<file path="src/rtl/id_ex_stage_pkg.sv">
// Shared constants for the decode-to-execute stage: widths, control-bundle
// layout and the hard-wired zero register.
package id_ex_stage_pkg;

  localparam int DATA_W       = 32;
  localparam int REG_AW       = 5;
  localparam int CTRL_W       = 8;

  localparam int REGWRITE_BIT = 0;
  localparam int MEMREAD_BIT  = 1;
  localparam int MEMWRITE_BIT = 2;
  localparam int ALUSRC_BIT   = 3;
  localparam int ALUOP_LSB    = 4;
  localparam int ALUOP_W      = 4;

  localparam logic [REG_AW-1:0] ZERO_REG = '0;

endpackage

</file>
<file path="src/rtl/id_ex_stage_fwd_mux.sv">
// Single-operand forwarding selector: EX/MEM beats MEM/WB, which beats the
// operand stored in the ID/EX register. Register 0 never forwards.
module fwd_mux #(
  parameter int DATA_W = 32,
  parameter int REG_AW = 5
) (
  input  logic [REG_AW-1:0] src_reg,
  input  logic [DATA_W-1:0] stored_data,
  input  logic              exm_regwrite,
  input  logic [REG_AW-1:0] exm_rd,
  input  logic [DATA_W-1:0] exm_result,
  input  logic              wb_regwrite,
  input  logic [REG_AW-1:0] wb_rd,
  input  logic [DATA_W-1:0] wb_data,
  output logic [DATA_W-1:0] operand
);

  logic exm_hit;
  logic wb_hit;

  always_comb begin
    exm_hit = exm_regwrite && (exm_rd != '0) && (exm_rd == src_reg);
    wb_hit  = wb_regwrite && (wb_rd != '0) && (wb_rd == src_reg);
    operand = stored_data;
    if (exm_hit) begin
      operand = exm_result;
    end else if (wb_hit) begin
      operand = wb_data;
    end
  end

endmodule

</file>
<file path="src/rtl/id_ex_stage.sv">
// ID/EX pipeline register with load-use hazard detection (one bubble, holds
// fetch/decode) and EX-side operand forwarding from EX/MEM and MEM/WB.
module id_ex_stage #(
  parameter int DATA_W       = id_ex_stage_pkg::DATA_W,
  parameter int REG_AW       = id_ex_stage_pkg::REG_AW,
  parameter int CTRL_W       = id_ex_stage_pkg::CTRL_W,
  parameter int MEMREAD_BIT  = id_ex_stage_pkg::MEMREAD_BIT,
  parameter int REGWRITE_BIT = id_ex_stage_pkg::REGWRITE_BIT
) (
  input  logic              clk,
  input  logic              reset,
  input  logic              id_valid,
  input  logic [REG_AW-1:0] id_rs,
  input  logic [REG_AW-1:0] id_rt,
  input  logic [REG_AW-1:0] id_rd,
  input  logic [DATA_W-1:0] id_rs_data,
  input  logic [DATA_W-1:0] id_rt_data,
  input  logic [DATA_W-1:0] id_imm,
  input  logic [CTRL_W-1:0] id_ctrl,
  input  logic              flush,
  input  logic              exm_regwrite,
  input  logic [REG_AW-1:0] exm_rd,
  input  logic [DATA_W-1:0] exm_result,
  input  logic              wb_regwrite,
  input  logic [REG_AW-1:0] wb_rd,
  input  logic [DATA_W-1:0] wb_data,
  output logic              stall,
  output logic              ex_valid,
  output logic [REG_AW-1:0] ex_rd,
  output logic [CTRL_W-1:0] ex_ctrl,
  output logic [DATA_W-1:0] ex_imm,
  output logic [DATA_W-1:0] ex_opa,
  output logic [DATA_W-1:0] ex_opb,
  output logic [31:0]       stall_count
);

  // The two flag indices must address distinct bits of the bundle.
  if (MEMREAD_BIT >= CTRL_W || REGWRITE_BIT >= CTRL_W || MEMREAD_BIT == REGWRITE_BIT) begin : g_bad_ctrl_layout
    $error("id_ex_stage: invalid control-bundle bit layout");
  end

  // ex_valid qualifies every ex_* field; a bubble is ex_valid=0 with ex_ctrl=0
  // so no downstream write or memory access can fire from it.
  logic              ex_valid_q,   ex_valid_d;
  logic [REG_AW-1:0] ex_rd_q,      ex_rd_d;
  logic [CTRL_W-1:0] ex_ctrl_q,    ex_ctrl_d;
  logic [DATA_W-1:0] ex_imm_q,     ex_imm_d;
  logic [REG_AW-1:0] rs_q,         rs_d;
  logic [REG_AW-1:0] rt_q,         rt_d;
  logic [DATA_W-1:0] rs_data_q,    rs_data_d;
  logic [DATA_W-1:0] rt_data_q,    rt_data_d;
  logic [31:0]       stall_count_q, stall_count_d;
  logic              hz;

  always_comb begin
    hz = id_valid && ex_valid_q && ex_ctrl_q[MEMREAD_BIT] && (ex_rd_q != '0) &&
         ((ex_rd_q == id_rs) || (ex_rd_q == id_rt));
    stall = hz && !flush;
  end

  always_comb begin
    ex_valid_d    = ex_valid_q;
    ex_rd_d       = ex_rd_q;
    ex_ctrl_d     = ex_ctrl_q;
    ex_imm_d      = ex_imm_q;
    rs_d          = rs_q;
    rt_d          = rt_q;
    rs_data_d     = rs_data_q;
    rt_data_d     = rt_data_q;
    stall_count_d = stall_count_q;

    if (flush || stall) begin
      ex_valid_d = 1'b0;
      ex_ctrl_d  = '0;
      ex_rd_d    = '0;
    end else begin
      ex_valid_d = id_valid;
      ex_ctrl_d  = id_valid ? id_ctrl : '0;
      ex_rd_d    = id_rd;
      ex_imm_d   = id_imm;
      rs_d       = id_rs;
      rt_d       = id_rt;
      rs_data_d  = id_rs_data;
      rt_data_d  = id_rt_data;
    end

    if (stall && (stall_count_q != 32'hFFFF_FFFF)) begin
      stall_count_d = stall_count_q + 32'd1;
    end
  end

  always_ff @(posedge clk or posedge reset) begin
    if (reset) begin
      ex_valid_q    <= 1'b0;
      ex_rd_q       <= '0;
      ex_ctrl_q     <= '0;
      ex_imm_q      <= '0;
      rs_q          <= '0;
      rt_q          <= '0;
      rs_data_q     <= '0;
      rt_data_q     <= '0;
      stall_count_q <= '0;
    end else begin
      ex_valid_q    <= ex_valid_d;
      ex_rd_q       <= ex_rd_d;
      ex_ctrl_q     <= ex_ctrl_d;
      ex_imm_q      <= ex_imm_d;
      rs_q          <= rs_d;
      rt_q          <= rt_d;
      rs_data_q     <= rs_data_d;
      rt_data_q     <= rt_data_d;
      stall_count_q <= stall_count_d;
    end
  end

  fwd_mux #(.DATA_W(DATA_W), .REG_AW(REG_AW)) u_fwd_a (
    .src_reg      (rs_q),
    .stored_data  (rs_data_q),
    .exm_regwrite (exm_regwrite),
    .exm_rd       (exm_rd),
    .exm_result   (exm_result),
    .wb_regwrite  (wb_regwrite),
    .wb_rd        (wb_rd),
    .wb_data      (wb_data),
    .operand      (ex_opa)
  );

  fwd_mux #(.DATA_W(DATA_W), .REG_AW(REG_AW)) u_fwd_b (
    .src_reg      (rt_q),
    .stored_data  (rt_data_q),
    .exm_regwrite (exm_regwrite),
    .exm_rd       (exm_rd),
    .exm_result   (exm_result),
    .wb_regwrite  (wb_regwrite),
    .wb_rd        (wb_rd),
    .wb_data      (wb_data),
    .operand      (ex_opb)
  );

  assign ex_valid    = ex_valid_q;
  assign ex_rd       = ex_rd_q;
  assign ex_ctrl     = ex_ctrl_q;
  assign ex_imm      = ex_imm_q;
  assign stall_count = stall_count_q;

endmodule

</file>
<file path="config.mk">
export PLATFORM = sky130hd
export DESIGN_NAME = id_ex_stage
export DESIGN_NICKNAME = d
export VERILOG_FILES = /design/src/rtl/id_ex_stage_pkg.sv /design/src/rtl/id_ex_stage_fwd_mux.sv /design/src/rtl/id_ex_stage.sv
export SDC_FILE = /design/constraint.sdc
export NUM_CORES = 1
export LEC_CHECK = 0
export CAP_MARGIN = 20
export CORE_ASPECT_RATIO = 1.5
export CORE_UTILIZATION = 48
export DETAILED_ROUTE_END_ITERATION = 12
export PLACE_DENSITY = 0.87
export SLEW_MARGIN = 20
export SYNTH_ARGS = -nofsm -noshare
export SYNTH_HDL_FRONTEND = slang
export SYNTH_HIERARCHICAL = 1
export SYNTH_SLANG_ARGS = --single-unit
</file>
<file path="constraint.sdc">
create_clock -name clk -period 8.9 [get_ports clk]
set_clock_uncertainty 0.2 [all_clocks]
set_input_delay 1.335 -clock clk [delete_from_list [all_inputs] [get_ports clk]]
set_output_delay 1.335 -clock clk [all_outputs]
set_load 0.005 [all_outputs]
</file>
Word level (Yosys, flattened, before mapping)
Cells that the tools add are included.
W data, S select, Z words.
- register bits after elaboration: 152
- input port bits: 199
- output and inout bits: 143
- word-level logic and storage cells: 43
- add/sub/neg operators: 1
- equal/unequal tests: 7
- muxes and demuxes: 8
- reduce and logical (&&, ||, !) cells: 18
- operators with widths (operator ; number):
    $mux W32 ; 4
    $add A32 B1 Y32 const B ; 1
    $ne A32 B32 Y1 const B ; 1
    $eq A5 B5 Y1 ; 6
    $mux W8 ; 2
    $reduce_bool A5 Y1 ; 3
    $logic_and A1 B1 Y1 ; 12
    $mux W5 ; 1
    $logic_or A1 B1 Y1 ; 2
    $logic_not A1 Y1 ; 1
    $mux W1 ; 1

Longest topological paths before layout
- depth in word-level cells: 7
- depth in mapped cells: 8
- mapped depth without buffers: 6

Cells and area by module
Netlist, hierarchy kept.
- modules (own cells, without submodules) (module ; instances ; cells each ; area an instance (sq um) ; seq. area each (sq um)):
    id_ex_stage ; 1 ; 425 ; 6545.0 ; 3803.6
    fwd_mux ; 2 ; 185 ; 1167.4 ; 0.0

Least setup slack after synthesis
Ideal clock, no wire load.
- path type: input port to output port
- start point: input exm_rd[0]
- end point: output ex_opa[0]
- data arrival time: 2.478 ns
- data required time: 7.365 ns
- setup slack: 4.887 ns
- stages: 6
- buffers on the path: 2
- cells stage by stage: or4_4 a21oi_4 or3_1 buf_4 buf_6 a31oi_1
- word-level cells in the longest chain between the ends: 4
- elaborated cells on any way between the ends: 5
- classes of those cells: eq/ne (1); mux (1); reduce/logical (3)
- RTL lines (item ; line ; source):
    start: declaration ; id_ex_stage.sv:22 ; input logic [REG_AW-1:0] exm_rd,
    $reduce_bool A5 Y1 ; id_ex_stage_fwd_mux.sv:22 ; exm_hit = exm_regwrite && (exm_rd != '0) && (exm_rd == src_reg);
    $logic_and A1 B1 Y1 ; id_ex_stage_fwd_mux.sv:22 ;
    $logic_and A1 B1 Y1 (*) ; id_ex_stage_fwd_mux.sv:22 ;
    $mux W32 (*) ; id_ex_stage_fwd_mux.sv:25 ; if (exm_hit) begin
    end: declaration ; id_ex_stage.sv:32 ; output logic [DATA_W-1:0] ex_opa,
Mark *: on every way between the ends. The rest lies on a longest branch, timed or not.

Worst setup path in the final report
- start point: input exm_rd[1]
- end point: output ex_opb[25]
- word-level cells in the longest chain between the ends: 4
- elaborated cells on any way between the ends: 5
- classes of those cells: eq/ne (1); mux (1); reduce/logical (3)
- RTL lines (item ; line ; source):
    $reduce_bool A5 Y1 ; id_ex_stage_fwd_mux.sv:22 ;
    $logic_and A1 B1 Y1 ; id_ex_stage_fwd_mux.sv:22 ;
    $logic_and A1 B1 Y1 (*) ; id_ex_stage_fwd_mux.sv:22 ;
    $mux W32 (*) ; id_ex_stage_fwd_mux.sv:25 ;
    end: declaration ; id_ex_stage.sv:33 ; output logic [DATA_W-1:0] ex_opb,
Marked as above.

==> impl_metrics.tcl <==
set metrics [dict create \
    status "complete, no violations" \
    gp_congestion 0.956 \
    grt_pass1_wl_mm 49.8 \
    ctsHoldBuffers 0 \
    synth.yosys.seq_area_share 0.428 \
    core_area_sq_um 18000 \
    path_clk_slew_ns 0.07 \
    post_drt_wl_per_cell_um 24.7 \
    setup-tns-final_ns 0 \
    ctsResizeCount 0 \
    clockRootBuffer "clkbuf_16" \
    slew_headroom 0.263 \
    worstReg2RegEnd "rt_data_q[12]$_DFFE_PP0N_" \
    cp.depth 6 \
    ys.flop_type "dfrtp_1" \
    yosysMostFrequentCell "dfrtp_1" \
    grt_pass1_vias 8724 \
    avgSynthCellArea_sq_um 11.2 \
    die-area_sq_um 19100 \
    drc 0 \
    crit_end "ex_opb[25]" \
    required_ns 7.36 \
    syn2layout_area_growth_pct 44.0 \
    htreeDepth 4 \
    synthTopCellsByCount "dfrtp_1, nand4_1, mux2_4" \
    dpl.hpwl_mm 22.2 \
    row_count 60 \
    vias 8600 \
    cts_made_buffers 17 \
    synthCells 795 \
    nets 1290 \
    clk_latency_ns 0.42 \
    hold_slack_ns 0.296 \
    ios 342 \
    cp_max_fo 33 \
    critPathMaxStageDelay_ns 0.81 \
    vias_per_cell 6.51 \
    p_per_area_nw_per_um2 162 \
    postCtsSetupRepairBufs 0 \
    cts_tree "built" \
    netlist_top_cells_area "dfrtp_1, mux2_4, nand4_1" \
    synthArstFlopShare 1.00 \
    r2r_slack_ns 4.80 \
    crit_buf_inv 2 \
    startpoint_type "input port" \
    crit_path_frequent_cell "clkdlybuf4s50_1" \
    antenna_found_initial 2 \
    slowest_stage "a21oi_4" \
    p_leak_nw 5.00 \
    finalWirelength_mm 32.6 \
    grt_max_degree 84 \
    crit_type "input port to output pin" \
    hold_class "flop to flop" \
    detail-route-antenna-nets 0 \
    synth_nets 995 \
    worstMarginPinSlew_ns 1.11 \
    cts.sinks 152 \
    fmax_mhz 159 \
    start_util 0.493 \
    finalCritPeriodShare 0.708 \
    vdd_drop_max_v 0.000115 \
    die_h_um 169 \
    critical-path-top-delay-family "simple AND/OR/NAND/NOR gates" \
    yosysWarnings 6 \
    grt_overflow 0 \
    port_buffers 341 \
    r2r_cells 6 \
    cp-end-kind "output pin" \
    clk_path_buf_depth 2 \
    synth_top_area_cell "dfrtp_1" \
    hold_violations 0 \
    critical_path.startpoint "exm_rd[1]" \
    setup_viol 0 \
    period_needed_ns 6.30 \
    drive_gt1_frac 0.153 \
    maxCapViolCount 0 \
    arrival_ns 4.77 \
    rsz0062_at_grt "false" \
    synth_top_cell_area_share 0.428 \
    synth-edff-count 0 \
    min_path_cells 1 \
    ys_types 41 \
    path_cells "clkdlybuf4s50_1 > or4_4 > a21oi_4 > or3_2 > a31oi_1 > clkdlybuf4s50_1" \
    dr.pass1.iters 7 \
    syn_area_sq_um 8880 \
    die_w_um 113 \
    drtIter0Drc 837 \
    track_usage 0.342 \
    synth_seq_cells 152 \
    r2r_start "ex_rd[1]$_DFF_PP0_" \
    drv_slew 0 \
]
metal layers:
metal | GRT usage | vias to the layer above | share of wire
met2 | 0.583 | 581 | 0.50
li1 | - | 3697 | -
met3 | 0.0956 | 141 | 0.099
met5 | 0 | - | 0.00034
met1 | 0.396 | 4179 | 0.36
met4 | 0.164 | 2 | 0.042
cell families after synthesis:
group,count (synthesis),share of synthesized area
XOR/XNOR,56,0.0552
buffers and inverters,87,0.0628
adder cells (fa/ha/maj),1,0.00141
flip-flops,152,0.428
AO/OA/AOI/OAI,138,0.110
AND/OR/NAND/NOR,253,0.171
multiplexers,108,0.171
sequential cells by signal (all words and copies together), names as in the netlist:
signal,flops
rs_q,5
ex_rd,5
ex_ctrl,8
ex_valid,1
rt_data_q,32
rs_data_q,32
stall_count,32
rt_q,5
ex_imm,32
report_power, final:
group	switching (mW)	leakage, nW	internal [mW]
logic	0.249	2.83	0.286
registers	0.0374	1.87	0.742
clock network	0.328	0.299	0.428
cells in the final DEF (no fill, tap or decap), types with 5 or more instances in the layout:
| cell type | netlist | layout |
|---|---|---|
| inv_6 | 0 | 5 |
| nand3_1 | 20 | 20 |
| and2_1 | 15 | 14 |
| clkdlybuf4s50_1 | 0 | 341 |
| mux2_4 | 80 | 80 |
| dfrtp_1 | 152 | 152 |
| a31oi_1 | 64 | 64 |
| nor4_1 | 68 | 68 |
| buf_4 | 4 | 19 |
| xor2_1 | 11 | 11 |
| clkbuf_16 | 0 | 17 |
| nand2_1 | 15 | 15 |
| nand4_1 | 86 | 86 |
| and3_1 | 20 | 20 |
| mux2_2 | 22 | 22 |
| nor2_1 | 11 | 11 |
| o31ai_1 | 64 | 64 |
| xnor2_1 | 45 | 45 |
| mux2_1 | 6 | 6 |
worst min-delay path by stage:
stage,endpoint,from
6_report,rt_data_q[22]$_DFFE_PP0N_,rt_data_q[22]$_DFFE_PP0N_
5_1_grt,ex_imm[2]$_DFFE_PP0N_,ex_imm[2]$_DFFE_PP0N_
4_1_cts,rt_data_q[23]$_DFFE_PP0N_,rt_data_q[23]$_DFFE_PP0N_
3_5_place_dp,rt_data_q[23]$_DFFE_PP0N_,rt_data_q[23]$_DFFE_PP0N_
3_3_place_gp,rt_data_q[23]$_DFFE_PP0N_,rt_data_q[23]$_DFFE_PP0N_
2_1_floorplan,rt_data_q[18]$_DFFE_PP0N_,rt_data_q[18]$_DFFE_PP0N_
through the flow:
step	std cells	setup slack, ns	utilization	instance area, sq um	power, mW
final	1321	2.60	0.710	12800	2.07
after global routing	1321	2.54	0.710	12800	2.14
after CTS	1320	2.29	0.710	12800	2.07
after detailed placement	1288	2.28	0.676	12200	1.31
after global placement	1288	2.51	0.676	12200	1.30
after floorplan	795	3.27	-	8880	1.04
layout make-up:
cell class,count,area [sq um]
Clock buffer,17,425
Sequential cell,152,3800
Inverter,3,16.3
Tap cell,217,272
Timing Repair Buffer,360,3560
Antenna cell,1,2.50
Multi-Input combinational cell,556,4530
Fill cell,1327,5230
Clock inverter,15,186
worst register-to-register path, delay by kind of cell, from the launching register on:
family	cells	cell delay (ns)
flip-flops	1	0.44
AO/OA/AOI/OAI	1	0.27
buffers and inverters	1	0.98
multiplexers	1	0.51
AND/OR/NAND/NOR	3	1.59
No activity file was read; power rests on OpenSTA's default activity.
